File: src/rtl/seq_pkg.sv
`default_nettype none
// ============================================================================
// Module      : seq_pkg
// Description : Shared types and helpers for the sequence-detector datapath.
// Revision    : 1.0
// ============================================================================
package seq_pkg;

    typedef enum logic [0:0] {
        SER_IDLE  = 1'b0,
        SER_SHIFT = 1'b1
    } ser_state_t;

    // Counter width for a mod-n counter; never narrower than one bit.
    function automatic int cnt_width(input int n);
        return (n <= 2) ? 1 : $clog2(n);
    endfunction

endpackage
`default_nettype wire

File: src/rtl/seq_bit_counter.sv
`default_nettype none
// ============================================================================
// Module      : seq_bit_counter
// Description : Mod-NBITS counter with clear, enable and a terminal-count flag.
// Revision    : 1.0
// ============================================================================
module seq_bit_counter #(
    parameter int NBITS = 8,
    parameter int CNT_W = 3
) (
    input  logic             clk,
    input  logic             reset,
    input  logic             i_clr,
    input  logic             i_en,
    output logic [CNT_W-1:0] o_cnt,
    output logic             o_last
);

    localparam logic [CNT_W-1:0] c_last = CNT_W'(NBITS - 1);

    logic [CNT_W-1:0] r_cnt;

    // Clear wins over enable; the terminal count wraps straight back to zero.
    always_ff @(posedge clk or posedge reset) begin
        if (reset) begin
            r_cnt <= '0;
        end else if (i_clr) begin
            r_cnt <= '0;
        end else if (i_en) begin
            if (r_cnt == c_last) begin
                r_cnt <= '0;
            end else begin
                r_cnt <= r_cnt + 1'b1;
            end
        end
    end

    assign o_cnt  = r_cnt;
    assign o_last = (r_cnt == c_last);

endmodule
`default_nettype wire

File: src/rtl/seq_word_serializer.sv
`default_nettype none
// ============================================================================
// Module      : seq_word_serializer
// Description : Parallel-to-serial converter with val/rdy input, gap-free
//               back-to-back output and zero idle fill.
// Revision    : 1.0
// ============================================================================
module seq_word_serializer
    import seq_pkg::*;
#(
    parameter int NBITS     = 8,
    parameter bit LSB_FIRST = 1'b0
) (
    input  logic             clk,
    input  logic             reset,
    input  logic [NBITS-1:0] in_,
    input  logic             in_val,
    output logic             in_rdy,
    output logic             out,
    output logic             out_val
);

    localparam int               c_cnt_w = cnt_width(NBITS);
    localparam logic [c_cnt_w-1:0] c_last = c_cnt_w'(NBITS - 1);

    ser_state_t         r_state;
    logic [NBITS-1:0]   r_sreg;
    logic [NBITS-1:0]   w_shifted;
    logic               w_out_bit;
    logic [c_cnt_w-1:0] w_cnt;
    logic               w_last;
    logic               w_xfer;
    logic               w_shifting;

    assign w_shifting = (r_state == SER_SHIFT);
    assign w_xfer     = in_val && in_rdy;

    seq_bit_counter #(
        .NBITS (NBITS),
        .CNT_W (c_cnt_w)
    ) u_bit_counter (
        .clk    (clk),
        .reset  (reset),
        .i_clr  (w_xfer),
        .i_en   (w_shifting),
        .o_cnt  (w_cnt),
        .o_last (w_last)
    );

    generate
        if (LSB_FIRST) begin : g_lsb_first
            assign w_shifted = r_sreg >> 1;
            assign w_out_bit = r_sreg[0];
        end else begin : g_msb_first
            assign w_shifted = r_sreg << 1;
            assign w_out_bit = r_sreg[NBITS-1];
        end
    endgenerate

    always_ff @(posedge clk or posedge reset) begin
        if (reset) begin
            r_state <= SER_IDLE;
            r_sreg  <= '0;
        end else begin
            case (r_state)
                SER_IDLE: begin
                    if (w_xfer) begin
                        r_sreg  <= in_;
                        r_state <= SER_SHIFT;
                    end
                end
                SER_SHIFT: begin
                    if (!w_last) begin
                        r_sreg <= w_shifted;
                    end else if (w_xfer) begin
                        // Reload on the last bit keeps the stream gap-free.
                        r_sreg <= in_;
                    end else begin
                        r_sreg  <= '0;
                        r_state <= SER_IDLE;
                    end
                end
                default: begin
                    r_state <= SER_IDLE;
                    r_sreg  <= '0;
                end
            endcase
        end
    end

    assign out_val = w_shifting;
    assign out     = w_shifting && w_out_bit;
    assign in_rdy  = !reset && ((r_state == SER_IDLE) || (w_shifting && (w_cnt == c_last)));

endmodule
`default_nettype wire

File: config.mk
export PLATFORM = sky130hd
export DESIGN_NAME = seq_word_serializer
export DESIGN_NICKNAME = d
export VERILOG_FILES = /design/src/rtl/seq_pkg.sv /design/src/rtl/seq_bit_counter.sv /design/src/rtl/seq_word_serializer.sv
export SDC_FILE = /design/constraint.sdc
export NUM_CORES = 1
export LEC_CHECK = 0
export ABC_CLOCK_PERIOD_IN_PS = 3600
export BUFFER_PORTS_ARGS = -buffer_cell sky130_fd_sc_hd__buf_2
export CAP_MARGIN = 20
export CORE_MARGIN = 2
export CORE_UTILIZATION = 35
export CTS_CLUSTER_SIZE = 14
export DETAILED_ROUTE_END_ITERATION = 7
export PLACE_DENSITY_LB_ADDON = 0.12
export REMOVE_ABC_BUFFERS = 1
export SLEW_MARGIN = 25
export SYNTH_ARGS = -nofsm -noshare
export SYNTH_HDL_FRONTEND = slang
export SYNTH_SLANG_ARGS = --single-unit
File: constraint.sdc
create_clock -name clk -period 3.6 [get_ports clk]
set_input_delay 0.54 -clock clk [delete_from_list [all_inputs] [get_ports clk]]
set_output_delay 0.54 -clock clk [all_outputs]
set_load 0.1 [all_outputs]
# Word-level counts from Yosys, hierarchy flattened
# Index checks and enable logic that the tools add are counted.
# classes
n_eq_ne	2
mux	10
n_bitwise	1
reduce_logical	7
addsub	1
# ops
cell	count
two-way mux 8 bit	3
one-hot mux 8 bit (2 select lines)	1
two-way mux 3 bit	3
logical AND 1 bit	4
adder 3 x 1 -> 3 bit, second input constant	1
== test 3 bit, second input constant	1
two-way mux 1 bit	2
!= test 2 x 1 -> 1 bit, second input constant	1
one-hot mux 1 bit (2 select lines)	1
nonzero test 2 bit	1
zero test 1 bit	1
logical OR 1 bit	1
inverter 1 bit	1
# totals
input_bits	11
word_cells	24
reg_bits	12
out_inout_bits	3

# Depth between registers and ports, before layout
# Gate-level depths: netlist (run 1).
# depth
ltp_word	8
mapped_depth	6
mapped_depth_nobuf	5

# Modules after synthesis
# Synthesis (run 1) repeated with hierarchy kept, for this count alone.
# unflattened
hier_cells	63
area_unflattened_um2	678.2
# modules_own_cells
mod	instances	seq_area_each_um2	cells_per_inst	area_per_inst_um2
seq_word_serializer	1	225.2	50	523.0
seq_bit_counter	1	75.1	13	155.1

# Least setup slack after synthesis (run 1)
# Ideal clock, no wire load.
# synth_timing
path_kind	flip-flop to output port
start	register r_state (netlist: out_val)
end	output port in_rdy
n_path_buf	1
path_stages_with_launch	4
t_arrival_ns	2.454
path_slack_ns	0.606
t_required_ns	3.060
cell_sequence	dfrtp_1 -> nor2b_4 -> buf_2 -> nor2_1
# synth_via
elab_chain_cells	3
elab_cells_between_ends	4
classes_between	1 x bitwise; 3 x reduce/logical
# synth_lines
item	line	rtl
start, declared	seq_word_serializer.sv:26	ser_state_t r_state;
start signal, assigned	seq_word_serializer.sv:62	r_state <= SER_IDLE;
start signal, assigned	seq_word_serializer.sv:69	r_state <= SER_SHIFT;
start signal, assigned	seq_word_serializer.sv:80	r_state <= SER_IDLE;
logical AND 1 bit / inverter 1 bit (equally long branches)	--	
logical OR 1 bit (*)	seq_word_serializer.sv:93	assign in_rdy = !reset && ((r_state == SER_IDLE) || (w_shifting && (w_cnt == c_last)));
logical AND 1 bit (*)	seq_word_serializer.sv:93	
end, declared	seq_word_serializer.sv:18	output logic in_rdy,
# Mark *: on every way between the ends. The rest lies on a longest branch, timed or not.

# Worst setup path after layout (run 1)
# layout_timing
start	register u_bit_counter.r_cnt[0] (netlist: u_bit_counter.o_cnt[0])
end	output port in_rdy
# layout_via
elab_chain_cells	4
# layout_lines
item	line	rtl
start, declared	seq_bit_counter.sv:21	logic [CNT_W-1:0] r_cnt;
start signal, assigned	seq_bit_counter.sv:33	r_cnt <= r_cnt + 1'b1;
== test 3 bit	seq_word_serializer.sv:93	
logical AND 1 bit	seq_word_serializer.sv:93	
logical OR 1 bit	seq_word_serializer.sv:93	
logical AND 1 bit	seq_word_serializer.sv:93	
# Every way passes these cells.

==> metrics, run 1 <==
clock root buffer clkbuf_4; post-CTS sizing 0; Netlist Area Pre-Place 560.5 um^2; post-route ant nets 0; total vias in the final route 392; R2R cell count 5; Crit path depth 5; DRC Markers 0; final core occ 44.19%; antenna cells 0; grt total ovfl 0; CP max FO 12; Setup CP Type reg -> out; YS warnings 0; I/O Pins 14; post-DP HPWL 694 um; clk slew on worst S/H paths 0.08 ns; largest net degree at the start of global routing 13; Nets 75; CTS tree done; CP max stage delay 0.39 ns; WP data required 3.06 ns; final number of hold-violating endpoints 0; Area Growth Syn to Fin 18.75%; gpl congestion 0.6325; CTS hold repair buffers 0; Final Worst Setup Slack 1.406 ns; most numerous cell on the critical path ha_1; Skew-Pair Late Insertion Delay 0.27 ns; share of cells above drive strength 1 32.79%; dpl ws 1.695 ns; final instance area 665.6 um^2; unrepaired setup endpoints after global routing no; WL final 958 um; CP top delay family adder cells; Placeable Area 1506 um^2; Tcrit/Tclk final 60.94%; GRT Util Overall 12.67%; fin crit period 2.194 ns; worst vdd ir 418.7 uV; Cell variety after synth 18; Die W 44.02 um; mean post-synth cell area 12.19 um^2; setup violators final 0; RR Endpoint r_sreg[1]; H-tree levels 1; Worst setup EP type primary output; Via density 5.091; worst endpoint data arrival time 1.65 ns; Fmax 455.8 MHz; Sum Neg Setup Slack 0 ns; number of I/O port buffers 13; Initial Utilization 37.21%; DRT Pass-1 Iters 4; clock skew 0.004165 ns; Rows 14; postcts setup bufs 0; Post-Syn Instances 46; Slew @ Worst Pin 0.6995 ns; status completed; total CTS buffers 3; leakage power 0.3518 nW; number of antenna violations at the first check in global routing 0; worst r2r src u_bit_counter.o_cnt[0]; first-pass GRT wire length 1738 um; CTS Sinks 12; vias in the first global route 403; headroom to the max-slew limit 53.27%; Power Density 890.6 nW/um^2; crit path cell chain ha_1 -> ha_1 -> nor2b_4 -> nor2_1 -> buf_2; post-synthesis sequential area ratio 53.57%; placed inst area 629.4 um^2; hold crit path type in -> async; FF-to-FF setup slack 1.90 ns; reported max-cap violation count 0; slowest cell on the critical path dfrtp_1; startpoint types register; number of buffers and inverters on the critical path 1; Routed wire per std cell 12.44 um; Final Slew Violations 0; 1st-iter DRT viols 8; flops & latches, synth 12; CTS Buffer Depth 2; total die area 1938 um^2; Die Y 44.02 um
-- worst max-delay path by stage --
stage | start | end
after global routing | u_bit_counter.o_cnt[0] | in_rdy
final | u_bit_counter.o_cnt[0] | in_rdy
after floorplan | out_val | in_rdy
after CTS | u_bit_counter.o_cnt[0] | in_rdy
after global placement | u_bit_counter.o_cnt[0] | in_rdy
after detailed placement | u_bit_counter.o_cnt[0] | in_rdy
-- state kept, by name, indices dropped and copies added (netlist names) --
name / count
out_val: 1
r_sreg: 8
u_bit_counter.o_cnt: 3
-- through the flow --
stage | total power (W) | hold WS (ns) | std cells
final | 0.0005928 | 0.2748 | 77
after global routing | 0.0006370 | 0.3224 | 77
after floorplan | 0.0004377 | 0.4047 | 44
after CTS | 0.0005992 | 0.2988 | 77
after detailed placement | 0.0004885 | 0.4909 | 73
after global placement | 0.0004896 | 0.4891 | 73
-- cells in the mapped netlist --
cell type	instances	area [um^2]
o21ai_0	1	5.000
dfrtp_1	12	300.3
a221o_1	7	70.07
nor2_1	3	11.26
and2_1	8	50.05
inv_1	1	3.750
nor2b_4	1	13.76
or2_2	1	6.260
mux2i_1	1	10.01
buf_6	1	11.26
buf_2	1	5.000
mux2_2	1	11.26
nor2b_1	2	12.51
a21o_1	1	7.510
nor3b_1	1	7.510
ha_1	2	25.02
nand2_1	1	3.750
nand2b_1	1	6.260
-- layer usage --
metal	routed length, um	vias up	global-route usage, %
met3	61	0	7.755
met2	417	11	16.76
met5	0	-	0
met1	479	187	16.45
li1	-	194	-
met4	0	0	5.455
-- final cells by class --
| class | instances | area [um^2] |
|---|---|---|
| fill | 144 | 840.8 |
| sequential | 12 | 300.3 |
| clock buffer | 4 | 36.28 |
| tap | 16 | 20.02 |
| inverter | 1 | 3.754 |
| timing repair buffer | 13 | 65.06 |
| multi-input combinational | 31 | 240.2 |
-- where the power goes --
part	total [W]	switching, W	internal (W)	leakage, nW
sequential	0.000220	0.0000326	0.000187	0.154
combinational	0.000266	0.000169	0.0000972	0.177
clock	0.000107	0.0000460	0.0000614	0.0210
total	0.000593	0.000247	0.000346	0.352
-- cell usage in the layout, fill, tap and decap left out --
cell / count
a21o_1: 1
a221o_1: 7
and2_1: 8
buf_2: 13
clkbuf_4: 3
clkbuf_8: 1
dfrtp_1: 12
ha_1: 2
inv_1: 1
mux2_2: 1
mux2i_1: 1
nand2_1: 1
nand2b_1: 1
nor2_1: 3
nor2b_1: 2
nor2b_4: 1
nor3b_1: 1
o21ai_0: 1
or2_2: 1
-- cells by family after synthesis --
| kind of cell | share of synthesized area [%] |
|---|---|
| adder cells (fa/ha/maj) | 4.464 |
| AO/OA/AOI/OAI | 14.73 |
| buffers and inverters | 3.570 |
| multiplexers | 3.795 |
| flip-flops | 53.57 |
| AND/OR/NAND/NOR | 19.87 |
(Power assumes the default switching activity.)
==> run 2, diff against run 1 <==
--- a/config.mk
+++ b/config.mk
@@ -5,7 +5,8 @@
 export SDC_FILE = /design/constraint.sdc
 export NUM_CORES = 1
 export LEC_CHECK = 0
-export ABC_CLOCK_PERIOD_IN_PS = 3600
+export ABC_AREA = 1
+export ABC_CLOCK_PERIOD_IN_PS = 2100
 export BUFFER_PORTS_ARGS = -buffer_cell sky130_fd_sc_hd__buf_2
 export CAP_MARGIN = 20
 export CORE_MARGIN = 2
==> constraint.sdc (replaced) <==
create_clock -name clk -period 2.1 [get_ports clk]
set_input_delay 0.315 -clock clk [delete_from_list [all_inputs] [get_ports clk]]
set_output_delay 0.315 -clock clk [all_outputs]
set_load 0.1 [all_outputs]
==> metrics, run 2 <==
Post-synth ARST share 100.0% (unchanged); Skew-Pair Late Insertion Delay 0.28 ns (about the same); total vias in the final route 507 (+29%); top cells by count, synth 18 x nand3_1, 16 x nand2_1, 12 x dfrtp_1; Switch Pwr 0.0005399 W (+120%); WP data required 1.78 ns (-1.28 ns); Final Worst Setup Slack 0.1415 ns (-1.265 ns); Rows 15 (+1); post-synthesis xor/xnor area fraction 0% (unchanged); fin crit period 1.959 ns; Compound-Gate Fraction of Synth Area 0.7937% (-14 points); dpl ws 0.4408 ns (-1.254 ns); Sw Share 48.03% (+6.3 points); Cell variety after synth 14 (-4); GRT Util Overall 14.51% (+1.8 points); CTS Buffer Depth 2 (unchanged); cell taking the most area after synthesis dfrtp_1; placed inst area 708.2 um^2 (+13%); Slew @ Worst Pin 0.4859 ns (-0.2136 ns); WL final 1262 um (+32%); YS warnings 0 (unchanged); H-tree levels 1 (unchanged); headroom to the max-slew limit 67.83% (+15 points); Nets 97 (+29%); share of cells above drive strength 1 27.71% (-5.1 points); mean post-synth cell area 9.139 um^2 (-25%); DRT Pass-1 Iters 4 (unchanged); clk slew on worst S/H paths 0.09 ns (about the same); Biggest register r_sreg; Fmax 510.6 MHz; vias in the first global route 484 (+20%); status completed; Area contributors post-synth dfrtp_1 48%, nand3_1 14%, nand2_1 9.5%, nand4_1 6.9%, buf_6 5.4%; hold crit path type in -> async; FF-to-FF setup slack 0.63 ns (-1.27 ns); postcts setup bufs 0 (unchanged); clock root buffer clkbuf_4; Setup CP Type reg -> out; 1st-iter DRT viols 17 (+9); largest net degree at the start of global routing 20 (+7); total die area 2157 um^2 (+11%); DRC Markers 0 (unchanged); Worst setup EP type primary output; Placeable Area 1708 um^2 (+13%); startpoint types register; flops & latches, synth 12 (unchanged); Tcrit/Tclk final 93.26%; gpl congestion 0.6957 (+10%); Post-Syn Instances 69 (+50%); Sum Neg Setup Slack 0 ns (unchanged); post-synthesis simple-gate area fraction 36.31% (+16 points); CTS hold repair buffers 0 (unchanged); Power Internal 0.0005843 W (+69%); Power Density 1510 nW/um^2 (+70%); Final Slew Violations 0 (unchanged); most common cell after layout, fill and taps aside nand3_1; main combinational cell family by area after synthesis simple AND/OR/NAND/NOR gates; most frequent cells in the layout 18 x nand3_1, 16 x nand2_1, 12 x buf_2, 12 x dfrtp_1, 7 x nand4_1; worst endpoint data arrival time 1.64 ns (about the same); I/O Pins 14 (unchanged); post-CTS sizing 0 (unchanged); sequential share of power 34.3% (-2.8 points); Area Growth Syn to Fin 18.06%; grt total ovfl 0 (unchanged); worst vdd ir 546.5 uV (+31%); Adder-Cell Fraction of Synth Area 3.968% (-0.50 points); CTS Sinks 12 (unchanged); number of I/O port buffers 13 (unchanged); setup violators final 0 (unchanged); post-synthesis sequential area ratio 47.62% (-6.0 points); final number of hold-violating endpoints 0 (unchanged); Initial Utilization 36.92% (-0.29 points); mux share of post-synthesis cell area 0% (-3.8 points); leakage power 0.3851 nW (+9.5%); post-route ant nets 0 (unchanged); Via density 4.694 (-7.8%); Largest register FFs 8 (unchanged); final hold slack 0.09568 ns (-0.1792 ns); Yosys top cell area share 47.62% (-6.0 points); Comb pwr share 48.7% (+3.9 points); Die Y 46.45 um (+5.5%); CP max FO 11 (-1); first-pass GRT wire length 2104 um (+21%); Layout Cells excl Fill 108 (+40%); number of synthesized flops with an enable pin 0 (unchanged); R2R cell count 7 (+2); clock skew 0.01137 ns (+0.007203 ns); Placed Cells incl. Taps 104 (+42%); reported max-cap violation count 0 (unchanged); number of antenna violations at the first check in global routing 0 (unchanged); Clk pwr share 17.0% (-1.1 points); predominant post-synthesis flop cell dfrtp_1; post-DP HPWL 869 um (+25%); Netlist Area Pre-Place 630.6 um^2 (+12%); total CTS buffers 3 (unchanged); final instance area 744.5 um^2 (+12%); CTS tree done; unrepaired setup endpoints after global routing no; Die W 46.45 um (+5.5%); antenna cells 0 (unchanged); cell with the most instances after synthesis nand3_1; Routed wire per std cell 11.69 um (-6.1%)
run 2: cell families after synthesis:
group	Yosys count
buffers and inverters	10
and+or+nand+nor	44
adders and majority gates	2
AOI/OAI and AO/OA	1
DFF	12
run 2: worst paths after layout:
check	from	end
worst max-delay path	u_bit_counter.o_cnt[0]	in_rdy
worst min register to register	r_sreg[6]	r_sreg[7]
worst min-delay path	reset	r_sreg[0]
worst max register to register	u_bit_counter.o_cnt[0]	u_bit_counter.o_cnt[0]
max in group asynchronous	reset	r_sreg[4]
min in group clk	in_[0]	r_sreg[0]
run 2: routing by layer:
layer	vias up	part of all wire [%]	routed length, um	track usage [%]
li1	268	-	-	-
met1	225	48	607	19.80
met3	2	6.0	76	3.137
met2	12	45	565	20.00
met5	-	0	0	0
met4	0	0.95	12	10.29
run 2: per-stage QoR:
stage	total power [W]	utilization [%]
after detailed placement	0.0009421	41.47
final	0.001124	43.59
after global placement	0.0009444	41.47
after CTS	0.001137	43.59
after global routing	0.001203	43.59
after floorplan	0.0008105	-
run 2: power by group through the flow:
stage | logic [W] | clock network, W | registers (W)
2_1_floorplan | 0.000371 | 0 | 0.000439
3_3_place_gp | 0.000554 | 0 | 0.000390
3_5_place_dp | 0.000552 | 0 | 0.000391
4_1_cts | 0.000555 | 0.000196 | 0.000386
5_1_grt | 0.000601 | 0.000204 | 0.000398
6_report | 0.000547 | 0.000191 | 0.000386
run 2: cell type report:
cell class                      instances  area (um^2)
Multi-Input combinational cell         47        259.0
Fill cell                             178        963.4
Tap cell                               25        31.28
Timing Repair Buffer                   14        87.58
Inverter                                6        30.03
Clock buffer                            4        36.28
Sequential cell                        12        300.3
run 2: critical path: stages, from the launching register on:
cell and delay [ns]:
dfrtp_1 0.40, ha_1 0.20, ha_1 0.17, inv_1 0.06, nand2_2 0.18, inv_8 0.15, nor2_4 0.05, buf_12 0.16
==> run 3, diff against run 2 <==
--- a/config.mk
+++ b/config.mk
@@ -18,4 +18,5 @@
 export SLEW_MARGIN = 25
 export SYNTH_ARGS = -nofsm -noshare
 export SYNTH_HDL_FRONTEND = slang
+export SYNTH_HIERARCHICAL = 1
 export SYNTH_SLANG_ARGS = --single-unit
==> metrics, run 3 <==
post-synthesis xor/xnor area fraction 0% (unchanged); CTS Buffer Depth 2 (unchanged); largest net degree at the start of global routing 11 (-45%); post-DP HPWL 971.3 um (+12%); CTS tree done; clock skew 0.0008281 ns (-0.01054 ns); 1st-iter DRT viols 11 (-6); Via density 4.963 (+5.7%); share of cells above drive strength 1 26.09% (-1.6 points); GRT Util Overall 14.81% (+0.30 points); cell taking the most area after synthesis dfrtp_1; grt total ovfl 0 (unchanged); Fmax 539.2 MHz (+5.6%); Worst setup EP type primary output; final number of hold-violating endpoints 0 (unchanged); worst endpoint data arrival time 1.54 ns (-0.10 ns); reported max-cap violation count 0 (unchanged); total die area 2110 um^2 (-2.2%); final core occ 44.22% (+0.63 points); cell count of the worst hold path 3; Compound-Gate Fraction of Synth Area 4.878% (+4.1 points); YS warnings 6 (+6); post-CTS sizing 0 (unchanged); CP max stage delay 0.52 ns (+0.12 ns); antenna cells 0 (unchanged); Slew @ Worst Pin 0.4855 ns (-0.0003687 ns); Placed Cells incl. Taps 104 (unchanged); Nets 106 (+9.3%); hold crit path type in -> reg; unrepaired setup endpoints after global routing no; I/O Pins 14 (unchanged); cell with the most instances after synthesis nand2_1; R2R cell count 7 (unchanged); crit path cell chain dlygate4sd3_1 -> buf_2 -> a21oi_2 -> buf_2; Yosys top cell area share 48.78% (+1.2 points); Area contributors post-synth dfrtp_1 49%, nand2_1 15%, nand3_1 8.9%, nand4_1 6.1%, inv_1 4.9%; post-route ant nets 0 (unchanged); leakage power 0.4166 nW (+8.2%); flops & latches, synth 12 (unchanged); number of antenna violations at the first check in global routing 0 (unchanged); post-synthesis sequential area ratio 48.78% (+1.2 points); worst vdd ir 469.5 uV (-14%); RR Endpoint r_sreg[1]; status completed; vias in the first global route 512 (+5.8%); WP data required 1.78 ns (about the same); clk slew on worst S/H paths 0.08 ns (about the same); Rows 15 (unchanged); Layout Cells excl Fill 109 (+0.93%); DRC Markers 0 (unchanged); DRT Pass-1 Iters 4 (unchanged); Die W 45.94 um (-1.1%); startpoint types input pin; mean post-synth cell area 8.319 um^2 (-9.0%); main combinational cell family by area after synthesis simple AND/OR/NAND/NOR gates; total vias in the final route 541 (+6.7%); WL final 1308 um (+3.6%); top cells by count, synth 24 x nand2_1, 12 x dfrtp_1, 11 x nand3_1; Final Slew Violations 0 (unchanged); Setup CP Type in -> out; Largest register FFs 8 (unchanged); Post-Syn Instances 74 (+7.2%); FILL cells 185 (+3.9%); Post-synth ARST share 100.0% (unchanged); number of I/O port buffers 13 (unchanged); Adder-Cell Fraction of Synth Area 4.065% (+0.097 points); most frequent cells in the layout 24 x nand2_1, 13 x buf_2, 12 x dfrtp_1, 11 x nand3_1, 8 x inv_1; most numerous cell on the critical path buf_2; Multi-input gate area 260.3 um^2 (+0.48%); Netlist Area Pre-Place 615.6 um^2 (-2.4%); Die Y 45.94 um (-1.1%); H-tree levels 1 (unchanged); dpl ws 0.5532 ns (+0.1124 ns); worst r2r src u_bit_counter/o_cnt[0]; Biggest register r_sreg; number of synthesized flops with an enable pin 0 (unchanged); slowest cell on the critical path dlygate4sd3_1; Register Area 300.3 um^2 (unchanged); total power 0.001025 W (-8.8%); Area Growth Syn to Fin 21.34%; Cell variety after synth 16 (+2); CP max FO 3 (-8); setup violators final 0 (unchanged); first-pass GRT wire length 2180 um (+3.6%); gpl congestion 0.7396 (+6.3%); Routed wire per std cell 12.00 um (+2.7%); CP Capture Point in_rdy; FF-to-FF setup slack 0.53 ns (-0.10 ns); Power Density 1372 nW/um^2 (-9.1%); post-synthesis simple-gate area fraction 33.33% (-3.0 points); CTS Sinks 12 (unchanged); fin crit period 1.855 ns (-0.1040 ns); Final Worst Setup Slack 0.2454 ns (+0.1040 ns); headroom to the max-slew limit 67.86% (about the same); Critical Path Source reset; Initial Utilization 36.44% (-0.48 points); total CTS buffers 3 (unchanged); clock root buffer clkbuf_4; Skew-Pair Late Insertion Delay 0.27 ns (about the same); mux share of post-synthesis cell area 0% (unchanged); most common cell after layout, fill and taps aside nand2_1; predominant post-synthesis flop cell dfrtp_1; Tcrit/Tclk final 88.31% (-5.0 points); Placeable Area 1689 um^2 (-1.1%)
## run 3: cell types whose count changed after synthesis, moves of 2 or more
cell,before,now
buf_6,3,1
inv_1,4,8
nand3_1,18,11
nand2_1,16,24
a21oi_2,0,2
## run 3: power by group
group | switching (W) | internal, W
Sequential | 0.0000736 | 0.000313
Combinational | 0.000323 | 0.000129
Clock | 0.0000808 | 0.000105
## run 3: worst min-delay path by stage
| stage | end | from |
|---|---|---|
| 6_report | r_sreg[1] | in_[1] |
| 5_1_grt | r_sreg[1] | in_[1] |
| 2_1_floorplan | u_bit_counter/o_cnt[0] | reset |
| 4_1_cts | r_sreg[1] | in_[1] |
| 3_3_place_gp | u_bit_counter/o_cnt[2] | reset |
| 3_5_place_dp | u_bit_counter/o_cnt[2] | reset |
## run 3: layout make-up
type / count / area share [%]
Clock buffer: 4 / 4.858
Tap cell: 17 / 2.848
Sequential cell: 12 / 40.20
Inverter: 9 / 5.193
Timing Repair Buffer: 16 / 12.06
Multi-Input combinational cell: 51 / 34.84
## run 3: logic make-up after synthesis
family,count (synthesis)
simple gates,45
buf+inv,11
flops,12
compound gates,4
fa+ha+maj,2
## run 3: per-stage QoR
stage          setup TNS (ns)  hold slack (ns)  area (um^2)
6_report                    0           0.2801        747.0
5_1_grt                     0           0.2997        747.0
4_1_cts                     0           0.2748        747.0
3_5_place_dp                0           0.2189        700.7
3_3_place_gp                0           0.2168        700.7
2_1_floorplan          -4.116          0.06864        599.3
## run 3: layer usage
| metal | vias up | part of all wire (%) | global-route usage (%) |
|---|---|---|---|
| met2 | 9 | 47 | 22.78 |
| met1 | 251 | 49 | 19.41 |
| met5 | - | 0 | 0 |
| li1 | 279 | - | - |
| met3 | 2 | 3.0 | 3.571 |
| met4 | 0 | 1.1 | 6.857 |
## run 3: worst max-delay path, delay by kind of cell
kind	cells	cell delay [ns]
AOI/OAI and AO/OA	1	0.12
buffers and inverters	3	1.10
## run 3: what timing repair did
action,4_1_cts,5_1_grt
endpoints found under the setup margin,0,0
hold buffers,1,0
buffers inserted,0,0
hold endpoints to repair,3,0
